$ cat src/rtl/pulse_register_bank.sv
// Multi-channel double-buffered pulse parameter bank with start/length playback sequencing.
// Defining PULSE_BANK_READBACK_EN adds a registered 1-cycle shadow/active readback port.
module pulse_register_bank #(
  parameter int NUM_CH   = 4,
  parameter int AMP_W    = 14,
  parameter int PHASE_W  = 16,
  parameter int FREQ_W   = 32,
  parameter int TSTART_W = 28,
  parameter int TLEN_W   = 20,
  parameter int CH_W     = (NUM_CH > 1) ? $clog2(NUM_CH) : 1
) (
  input  logic                         clk,
  input  logic                         rst_n,
  input  logic                         wr_en,
  input  logic [CH_W-1:0]              wr_ch,
  input  logic [2:0]                   wr_field,
  input  logic [31:0]                  wr_data,
  input  logic                         commit,
  input  logic [NUM_CH-1:0]            commit_mask,
  input  logic                         time_run,
  input  logic                         time_clr,
  output logic [TSTART_W-1:0]          time_now,
  output logic [NUM_CH*AMP_W-1:0]      amplitude,
  output logic [NUM_CH*PHASE_W-1:0]    phase,
  output logic [NUM_CH*FREQ_W-1:0]     frequency,
  output logic [NUM_CH*TSTART_W-1:0]   t_start,
  output logic [NUM_CH*TLEN_W-1:0]     t_len,
  output logic [NUM_CH-1:0]            pulse_on,
  output logic [NUM_CH-1:0]            pulse_done,
  output logic [NUM_CH-1:0]            armed
`ifdef PULSE_BANK_READBACK_EN
  ,
  input  logic [CH_W-1:0]              rd_ch,
  input  logic [2:0]                   rd_field,
  input  logic                         rd_shadow,
  output logic [31:0]                  rd_data
`endif
);

  localparam logic [2:0] F_AMP   = 3'd0;
  localparam logic [2:0] F_PHASE = 3'd1;
  localparam logic [2:0] F_FREQ  = 3'd2;
  localparam logic [2:0] F_TSTRT = 3'd3;
  localparam logic [2:0] F_TLEN  = 3'd4;

  typedef enum logic [1:0] {ST_IDLE, ST_ARMED, ST_PLAY} state_e;

  logic [AMP_W-1:0]    sh_amp_q   [NUM_CH];
  logic [AMP_W-1:0]    sh_amp_d   [NUM_CH];
  logic [PHASE_W-1:0]  sh_phase_q [NUM_CH];
  logic [PHASE_W-1:0]  sh_phase_d [NUM_CH];
  logic [FREQ_W-1:0]   sh_freq_q  [NUM_CH];
  logic [FREQ_W-1:0]   sh_freq_d  [NUM_CH];
  logic [TSTART_W-1:0] sh_tstrt_q [NUM_CH];
  logic [TSTART_W-1:0] sh_tstrt_d [NUM_CH];
  logic [TLEN_W-1:0]   sh_tlen_q  [NUM_CH];
  logic [TLEN_W-1:0]   sh_tlen_d  [NUM_CH];

  logic [AMP_W-1:0]    act_amp_q   [NUM_CH];
  logic [AMP_W-1:0]    act_amp_d   [NUM_CH];
  logic [PHASE_W-1:0]  act_phase_q [NUM_CH];
  logic [PHASE_W-1:0]  act_phase_d [NUM_CH];
  logic [FREQ_W-1:0]   act_freq_q  [NUM_CH];
  logic [FREQ_W-1:0]   act_freq_d  [NUM_CH];
  logic [TSTART_W-1:0] act_tstrt_q [NUM_CH];
  logic [TSTART_W-1:0] act_tstrt_d [NUM_CH];
  logic [TLEN_W-1:0]   act_tlen_q  [NUM_CH];
  logic [TLEN_W-1:0]   act_tlen_d  [NUM_CH];

  state_e              state_q [NUM_CH];
  state_e              state_d [NUM_CH];
  logic [TLEN_W-1:0]   rem_q   [NUM_CH];
  logic [TLEN_W-1:0]   rem_d   [NUM_CH];
  logic [NUM_CH-1:0]   done_q, done_d;
  logic [TSTART_W-1:0] time_q, time_d;

  // Shadow write port; channels beyond NUM_CH never match, so they are ignored.
  always_comb begin
    for (int i = 0; i < NUM_CH; i++) begin
      sh_amp_d[i]   = sh_amp_q[i];
      sh_phase_d[i] = sh_phase_q[i];
      sh_freq_d[i]  = sh_freq_q[i];
      sh_tstrt_d[i] = sh_tstrt_q[i];
      sh_tlen_d[i]  = sh_tlen_q[i];
      if (wr_en && (wr_ch == CH_W'(i))) begin
        case (wr_field)
          F_AMP:   sh_amp_d[i]   = wr_data[AMP_W-1:0];
          F_PHASE: sh_phase_d[i] = wr_data[PHASE_W-1:0];
          F_FREQ:  sh_freq_d[i]  = wr_data[FREQ_W-1:0];
          F_TSTRT: sh_tstrt_d[i] = wr_data[TSTART_W-1:0];
          F_TLEN:  sh_tlen_d[i]  = wr_data[TLEN_W-1:0];
          default: ;
        endcase
      end
    end
  end

  always_comb begin
    time_d = time_q;
    if (time_clr) begin
      time_d = '0;
    end else if (time_run) begin
      time_d = time_q + TSTART_W'(1);
    end
  end

  // Commit sees the pre-write shadow and overrides any playback in progress.
  always_comb begin
    done_d = '0;
    for (int i = 0; i < NUM_CH; i++) begin
      state_d[i]     = state_q[i];
      rem_d[i]       = rem_q[i];
      act_amp_d[i]   = act_amp_q[i];
      act_phase_d[i] = act_phase_q[i];
      act_freq_d[i]  = act_freq_q[i];
      act_tstrt_d[i] = act_tstrt_q[i];
      act_tlen_d[i]  = act_tlen_q[i];
      if (commit && commit_mask[i]) begin
        act_amp_d[i]   = sh_amp_q[i];
        act_phase_d[i] = sh_phase_q[i];
        act_freq_d[i]  = sh_freq_q[i];
        act_tstrt_d[i] = sh_tstrt_q[i];
        act_tlen_d[i]  = sh_tlen_q[i];
        state_d[i]     = ST_ARMED;
        rem_d[i]       = '0;
      end else begin
        case (state_q[i])
          ST_ARMED: begin
            if (time_q == act_tstrt_q[i]) begin
              if (act_tlen_q[i] != '0) begin
                state_d[i] = ST_PLAY;
                rem_d[i]   = act_tlen_q[i];
              end else begin
                state_d[i] = ST_IDLE;
                done_d[i]  = 1'b1;
              end
            end
          end
          ST_PLAY: begin
            rem_d[i] = rem_q[i] - TLEN_W'(1);
            if (rem_q[i] == TLEN_W'(1)) begin
              state_d[i] = ST_IDLE;
              done_d[i]  = 1'b1;
            end
          end
          default: ;
        endcase
      end
    end
  end

  always_ff @(posedge clk or negedge rst_n) begin
    if (!rst_n) begin
      time_q <= '0;
      done_q <= '0;
      for (int i = 0; i < NUM_CH; i++) begin
        sh_amp_q[i]    <= '0;
        sh_phase_q[i]  <= '0;
        sh_freq_q[i]   <= '0;
        sh_tstrt_q[i]  <= '0;
        sh_tlen_q[i]   <= '0;
        act_amp_q[i]   <= '0;
        act_phase_q[i] <= '0;
        act_freq_q[i]  <= '0;
        act_tstrt_q[i] <= '0;
        act_tlen_q[i]  <= '0;
        state_q[i]     <= ST_IDLE;
        rem_q[i]       <= '0;
      end
    end else begin
      time_q <= time_d;
      done_q <= done_d;
      for (int i = 0; i < NUM_CH; i++) begin
        sh_amp_q[i]    <= sh_amp_d[i];
        sh_phase_q[i]  <= sh_phase_d[i];
        sh_freq_q[i]   <= sh_freq_d[i];
        sh_tstrt_q[i]  <= sh_tstrt_d[i];
        sh_tlen_q[i]   <= sh_tlen_d[i];
        act_amp_q[i]   <= act_amp_d[i];
        act_phase_q[i] <= act_phase_d[i];
        act_freq_q[i]  <= act_freq_d[i];
        act_tstrt_q[i] <= act_tstrt_d[i];
        act_tlen_q[i]  <= act_tlen_d[i];
        state_q[i]     <= state_d[i];
        rem_q[i]       <= rem_d[i];
      end
    end
  end

  assign time_now   = time_q;
  assign pulse_done = done_q;

  for (genvar g = 0; g < NUM_CH; g++) begin : g_out
    assign amplitude[g*AMP_W +: AMP_W]      = act_amp_q[g];
    assign phase[g*PHASE_W +: PHASE_W]      = act_phase_q[g];
    assign frequency[g*FREQ_W +: FREQ_W]    = act_freq_q[g];
    assign t_start[g*TSTART_W +: TSTART_W]  = act_tstrt_q[g];
    assign t_len[g*TLEN_W +: TLEN_W]        = act_tlen_q[g];
    assign pulse_on[g]                      = (state_q[g] == ST_PLAY);
    assign armed[g]                         = (state_q[g] == ST_ARMED);
  end

`ifdef PULSE_BANK_READBACK_EN
  logic [31:0] rd_data_q, rd_data_d;

  always_comb begin
    rd_data_d = '0;
    for (int i = 0; i < NUM_CH; i++) begin
      if (rd_ch == CH_W'(i)) begin
        case (rd_field)
          F_AMP:   rd_data_d = 32'(rd_shadow ? sh_amp_q[i]   : act_amp_q[i]);
          F_PHASE: rd_data_d = 32'(rd_shadow ? sh_phase_q[i] : act_phase_q[i]);
          F_FREQ:  rd_data_d = 32'(rd_shadow ? sh_freq_q[i]  : act_freq_q[i]);
          F_TSTRT: rd_data_d = 32'(rd_shadow ? sh_tstrt_q[i] : act_tstrt_q[i]);
          F_TLEN:  rd_data_d = 32'(rd_shadow ? sh_tlen_q[i]  : act_tlen_q[i]);
          default: rd_data_d = '0;
        endcase
      end
    end
  end

  always_ff @(posedge clk or negedge rst_n) begin
    if (!rst_n) begin
      rd_data_q <= '0;
    end else begin
      rd_data_q <= rd_data_d;
    end
  end

  assign rd_data = rd_data_q;
`endif

endmodule

$ cat config.mk
export PLATFORM = sky130hd
export DESIGN_NAME = pulse_register_bank
export DESIGN_NICKNAME = d
export VERILOG_FILES = /design/src/rtl/pulse_register_bank.sv
export SDC_FILE = /design/constraint.sdc
export NUM_CORES = 2
export LEC_CHECK = 0
export ABC_AREA = 1
export BUFFER_PORTS_ARGS = -buffer_cell sky130_fd_sc_hd__buf_2
export CAP_MARGIN = 20
export CORE_UTILIZATION = 55
export DETAILED_ROUTE_END_ITERATION = 7
export PLACE_DENSITY = 0.85
export SLEW_MARGIN = 0
export SYNTH_ARGS = -nofsm -noshare
export SYNTH_HDL_FRONTEND = slang
export SYNTH_SLANG_ARGS = --single-unit
$ cat constraint.sdc
create_clock -name clk -period 3.2 [get_ports clk]
set_input_delay 0.64 -clock clk [delete_from_list [all_inputs] [get_ports clk]]
set_output_delay 0.64 -clock clk [all_outputs]
set_load 0.05 [all_outputs]
# Word-level counts from Yosys, hierarchy flattened
# Cells that the tools add are included.
# word_totals
wordCells	195
input_bits	47
reg_bits	1000
# op_classes
n_eq_ne	35
mux	58
n_reduce_logical	47
add_sub_neg	5
# ops
operator	n
two-way mux 20 bit	12
one-hot mux 20 bit (2 select lines)	4
== test 28 bit	4
== test 20 x 1 -> 1 bit (second input constant)	4
nonzero test 20 bit	4
subtractor 20 x 1 -> 20 bit (second input constant)	4
two-way mux 28 bit	2
AND reduction 2 bit	20
!= test 3 x 1 -> 1 bit (second input constant)	12
two-way mux 2 bit	16
adder 28 x 1 -> 28 bit (second input constant)	1
AND reduction 3 bit	8
two-way mux 1 bit	16
one-hot mux 2 bit (2 select lines)	4
== test 2 bit (second input constant)	6
nonzero test 3 bit	4
== test 2 x 1 -> 1 bit (second input constant)	5
logical AND 1 bit	8
one-hot mux 1 bit (2 select lines)	4
== test 3 x 2 -> 1 bit (second input constant)	2
== test 3 x 1 -> 1 bit (second input constant)	1
== test 3 bit (second input constant)	1
zero test 3 bit	1
zero test 2 bit	1
nonzero test 2 bit	1

# Depth between registers and ports, before layout
# depth
ltp_word	5
mapped_depth	14

# Worst setup path before layout
# No wires, ideal clock.
# synth_path
kind	reg2reg
start	register state_q[2] (netlist name)
end	register rem_q[34] (netlist name)
synth_period_minus_slack_ns	2.078
path_slack_ns	1.122
setup_time_ns	0.065
arrival_ns	2.013
path_stages_with_launch	11
cell_sequence	dfrtp_1 -> inv_1 -> ha_1 -> buf_2 -> inv_1 -> nor2_1 -> inv_1 -> buf_2 -> o21ai_0 -> nand3_1 -> nand2_1
# synth_between
elab_chain_cells	3
word_cells_on_any_way	8
classes_between	eq/ne (4); mux (2); reduce/logical (2)
# synth_rtl
element	line_no	rtl
start: declaration	70	state_e state_q [NUM_CH];
start signal: indexed assignment	184	state_q[i] <= state_d[i];
== test 2 bit (*)	-	
via pulse_on[2]	28	output logic [NUM_CH-1:0] pulse_on,
one-hot mux 20 bit (2 select lines) / nonzero test 3 bit (equally long branches)	-	
two-way mux 20 bit / AND reduction 3 bit (equally long branches)	-	
end signal: indexed assignment	185	rem_q[i] <= rem_d[i];
end: declaration	72	logic [TLEN_W-1:0] rem_q [NUM_CH];
# The timed path passes the listed nets; every way through them passes the cells marked *.
# A chain may end at the register's enable or synchronous reset.

# Final worst setup path
# layout_path
start	register state_q[2] (netlist name)
end	output port pulse_on[2]
# layout_between
elab_chain_cells	1
# layout_rtl
element	line_no	rtl
== test 2 bit	199	assign pulse_on[g] = (state_q[g] == ST_PLAY);
end: declaration	28	
# No other way between the ends.

==> metrics.txt <==
# TYPE chip_impl_metric gauge
chip_impl_info{name="outcome",value="completed"} 1
chip_impl_metric{name="worst_slew_margin_rel",unit="%"} 30.01
chip_impl_metric{name="crit_path_max_fanout",unit=""} 9
chip_impl_info{name="largest_area_contributor_in_the_netlist",value="dfrtp_1"} 1
chip_impl_metric{name="grt_first_pass_wirelength",unit="um"} 213300
chip_impl_metric{name="clkSlewWorstSetupHoldPaths",unit="ns"} 0.07
chip_impl_metric{name="synth.mux.area_fraction",unit="%"} 0
chip_impl_metric{name="cts_buffers",unit=""} 102
chip_impl_metric{name="grtUsageTotal",unit="%"} 36.07
chip_impl_metric{name="drv.max_cap_violation_count",unit=""} 0
chip_impl_metric{name="fin_nets",unit=""} 5495
chip_impl_metric{name="drt-initial-drc-count",unit=""} 4351
chip_impl_metric{name="hold_depth",unit=""} 3
chip_impl_metric{name="max_clock_freq",unit="GHz"} 0.3857
chip_impl_info{name="synthFlopType",value="dfrtp_1"} 1
chip_impl_info{name="worstSetupEndpointType",value="output port"} 1
chip_impl_metric{name="syn-mean-instance-area",unit="sq um"} 8.479
chip_impl_metric{name="timing_worst_slew_pin_value",unit="ns"} 1.050
chip_impl_metric{name="route.detailed.drc",unit=""} 0
chip_impl_metric{name="wl",unit="um"} 140200
chip_impl_info{name="worstReg2RegStart",value="time_now[25]"} 1
chip_impl_metric{name="design_area",unit="sq mm"} 0.04946
chip_impl_info{name="synthTopCellsByArea",value="dfrtp_1, nand2_1, o21ai_0"} 1
chip_impl_info{name="tritoncts",value="done"} 1
chip_impl_info{name="root_buffer",value="clkbuf_16"} 1
chip_impl_metric{name="postPlaceCellArea",unit="sq mm"} 0.04589
chip_impl_info{name="critPathKind",value="reg -> out"} 1
chip_impl_metric{name="area_growth_syn_to_layout",unit="%"} 16.92
chip_impl_metric{name="fp.dieArea",unit="sq mm"} 0.07803
chip_impl_metric{name="ys_seq_elements",unit=""} 1000
chip_impl_metric{name="synth_top_area_share",unit="%"} 59.16
chip_impl_metric{name="final_util",unit="%"} 65.02
chip_impl_metric{name="via_count",unit=""} 36930
chip_impl_metric{name="synth_nets",unit=""} 5053
chip_impl_metric{name="netlist-cell-type-count",unit=""} 43
chip_impl_metric{name="ant_nets",unit=""} 0
chip_impl_metric{name="hold_viol_final",unit=""} 0
chip_impl_metric{name="worst_r2r_path_depth",unit=""} 12
chip_impl_metric{name="p_leak",unit="nW"} 26.53
chip_impl_metric{name="reg2reg_setup_slack",unit="ns"} 0.68
chip_impl_info{name="cp-start-kind",value="flip-flop"} 1
chip_impl_metric{name="antenna_found_initial",unit=""} 12
chip_impl_metric{name="synth.yosys.seq_area_share",unit="%"} 59.16
chip_impl_metric{name="power_density_normalized_to_cell_area",unit="mW/mm^2"} 881.2
chip_impl_info{name="grt_setup_unrepaired",value="false"} 1
chip_impl_info{name="final_common_cell",value="nand2_1"} 1
chip_impl_info{name="min_from",value="wr_data[28]"} 1
chip_impl_metric{name="final_layout_size_suffix_gt1_share",unit="%"} 15.61
chip_impl_metric{name="dr.pass1.iters",unit=""} 6
chip_impl_metric{name="grt.overflow.total",unit=""} 0
chip_impl_metric{name="worst_clock_skew",unit="ns"} 0.05030
chip_impl_metric{name="cts_num_sinks",unit=""} 1000
chip_impl_metric{name="hold_ws",unit="ns"} 0.2824
chip_impl_info{name="crit-reg2reg-capture",value="rem_q[46]"} 1
chip_impl_info{name="dominant_combinational_cell_family_by_area_after_synthesis",value="simple AND/OR/NAND/NOR gates"} 1
chip_impl_metric{name="finalSetupViolations",unit=""} 0
chip_impl_metric{name="ys.warnings.count",unit=""} 0
chip_impl_info{name="hold_path_end",value="sh_freq_q[28]"} 1
chip_impl_metric{name="rows",unit=""} 101
chip_impl_metric{name="pin_count_of_the_biggest_net_entering_global_routing",unit=""} 136
chip_impl_metric{name="average_wire_length_per_cell_after_detail_routing",unit="um"} 21.42
chip_impl_metric{name="arrival",unit="ns"} 1.95
chip_impl_metric{name="area_share_of_xor_xnor_cells_in_the_synthesized_design",unit="%"} 1.946
chip_impl_metric{name="cts.htree.levels",unit=""} 3
chip_impl_metric{name="cts.path.max_buffers",unit=""} 3
chip_impl_metric{name="postSynth.asyncResetShare",unit="%"} 100.0
chip_impl_metric{name="die_height",unit="um"} 279.3
chip_impl_metric{name="vias_in_the_first_global_route",unit=""} 35480
chip_impl_metric{name="insertion_delay",unit="ns"} 0.68
chip_impl_metric{name="syn-cell-area",unit="sq mm"} 0.04230
chip_impl_metric{name="core_region_area",unit="sq mm"} 0.07608
chip_impl_metric{name="io_buffer_count",unit=""} 526
chip_impl_metric{name="finalCriticalPeriod",unit="ns"} 2.592
chip_impl_metric{name="simple_gate_area_share_of_the_yosys_netlist",unit="%"} 24.75
chip_impl_metric{name="vdd_ir_drop_max",unit="mV"} 0.6978
chip_impl_metric{name="number_of_standard_cells_after_synthesis",unit=""} 4989
chip_impl_metric{name="setup_total_negative_slack",unit="ns"} 0
chip_impl_metric{name="synth_fa_ha_area_share",unit="%"} 0.5028
chip_impl_metric{name="pin_count",unit=""} 527
chip_impl_metric{name="dieWidth",unit="um"} 279.3
chip_impl_metric{name="start_util",unit="%"} 55.61
chip_impl_metric{name="place_congestion",unit=""} 0.9953
chip_impl_metric{name="required_time_of_the_worst_setup_path",unit="ns"} 2.56
chip_impl_metric{name="final.period_utilization",unit="%"} 81.01
chip_impl_metric{name="place.detailed.hpwl",unit="um"} 92270
chip_impl_info{name="worst_hold_path_type",value="in -> reg"} 1
chip_impl_metric{name="slew_viol_final",unit=""} 0
chip_impl_metric{name="synth_compound_area_share",unit="%"} 8.394
chip_impl_info{name="mostFrequentLayoutCells",value="nand2_1, dfrtp_1, buf_2"} 1
chip_impl_metric{name="drt-vias-per-instance",unit=""} 5.643
chip_impl_metric{name="synth_enable_flop_cells",unit=""} 0
[worst max path at each step]
stage,start,end,cells after the start
after floorplan,state_q[2],rem_q[34],10
after global placement,time_now[9],rem_q[47],10
after detailed placement,commit,rem_q[6],10
after CTS,state_q[2],pulse_on[2],3
after global routing,time_now[25],rem_q[46],12
final,state_q[2],pulse_on[2],3
[synth_stat cells (2+ instances only)]
cell	number
a21oi_1	37
inv_1	229
inv_2	32
nand2_4	4
buf_4	21
a21boi_0	2
nor3_4	4
a21oi_2	2
nor3b_1	2
ha_1	17
nor2_1	207
a31oi_1	4
nand3_1	142
clkbuf_1	178
o21ai_1	78
nand4_1	27
nand3_2	2
o21ai_0	515
nor3_1	25
dfrtp_1	1000
o22ai_1	41
xnor2_1	69
or2_0	2
buf_2	33
o211ai_1	2
nor3_2	4
nor2_2	14
buf_6	14
xor2_1	25
nor4_1	3
nand2_2	7
o21bai_4	2
nand2_1	2212
buf_1	24
[area by class of cell]
| type | instances | area (sq um) |
|---|---|---|
| antenna | 3 | 7.507 |
| clock buffer | 140 | 2917 |
| clock inverter | 44 | 639.4 |
| fill | 6100 | 26610 |
| inverter | 262 | 993.5 |
| multi-input combinational | 3457 | 15110 |
| sequential | 1000 | 25020 |
| tap | 1030 | 1289 |
| timing repair buffer | 608 | 3486 |
[timing repair]
action,4_1_cts,5_1_grt
hold endpoints to repair,44,0
gates resized for setup,0,0
hold buffers,1,0
setup buffers,0,0
[logic make-up (layout without fill, tap and decap cells)]
group | after synthesis | in the layout
fa+ha+maj | 17 | 17
compound gates | 687 | 687
xor+xnor | 94 | 94
simple gates | 2659 | 2659
flops | 1000 | 1000
buf+inv | 532 | 1054
other cells | 0 | 3
[registers in the layout, indices dropped and copies added (netlist names), 8 cells and up]
name and count:
sh_phase_q 64, amplitude 56, sh_amp_q 56, time_now 28, sh_tstrt_q 112, phase 64
t_len 80, rem_q 80, sh_freq_q 128, t_start 112, sh_tlen_q 80, state_q 8
frequency 128
[layer usage]
metal / routed length (um) / vias to the layer above / track usage (%)
li1: - / 16550 / -
met1: 54610 / 17970 / 48.88
met2: 63010 / 1973 / 55.01
met3: 14110 / 429 / 7.314
met4: 8427 / 6 / 19.43
met5: 41 / - / 0
[stage by stage]
stage	total power, mW	cells	setup WS (ns)
after global placement	30.73	6356	0.7830
after global routing	45.56	6541	0.5364
after detailed placement	30.99	6356	0.7272
after CTS	43.51	6541	0.6019
final	43.59	6544	0.6076
after floorplan	26.90	4989	1.122
[worst max-delay path, cell delays in order (launching register included)]
cell	delay (ns)
dfrtp_1	0.40
inv_1	0.07
ha_1	0.44
buf_2	0.36
[power by group]
part           switching (mW)  internal, mW  total [mW]
combinational            10.4          3.53        13.9
sequential               2.02          15.1        17.1
clock                    5.26          7.25        12.5
total                    17.7          25.9        43.6
Power figures use the tool's default switching activity.
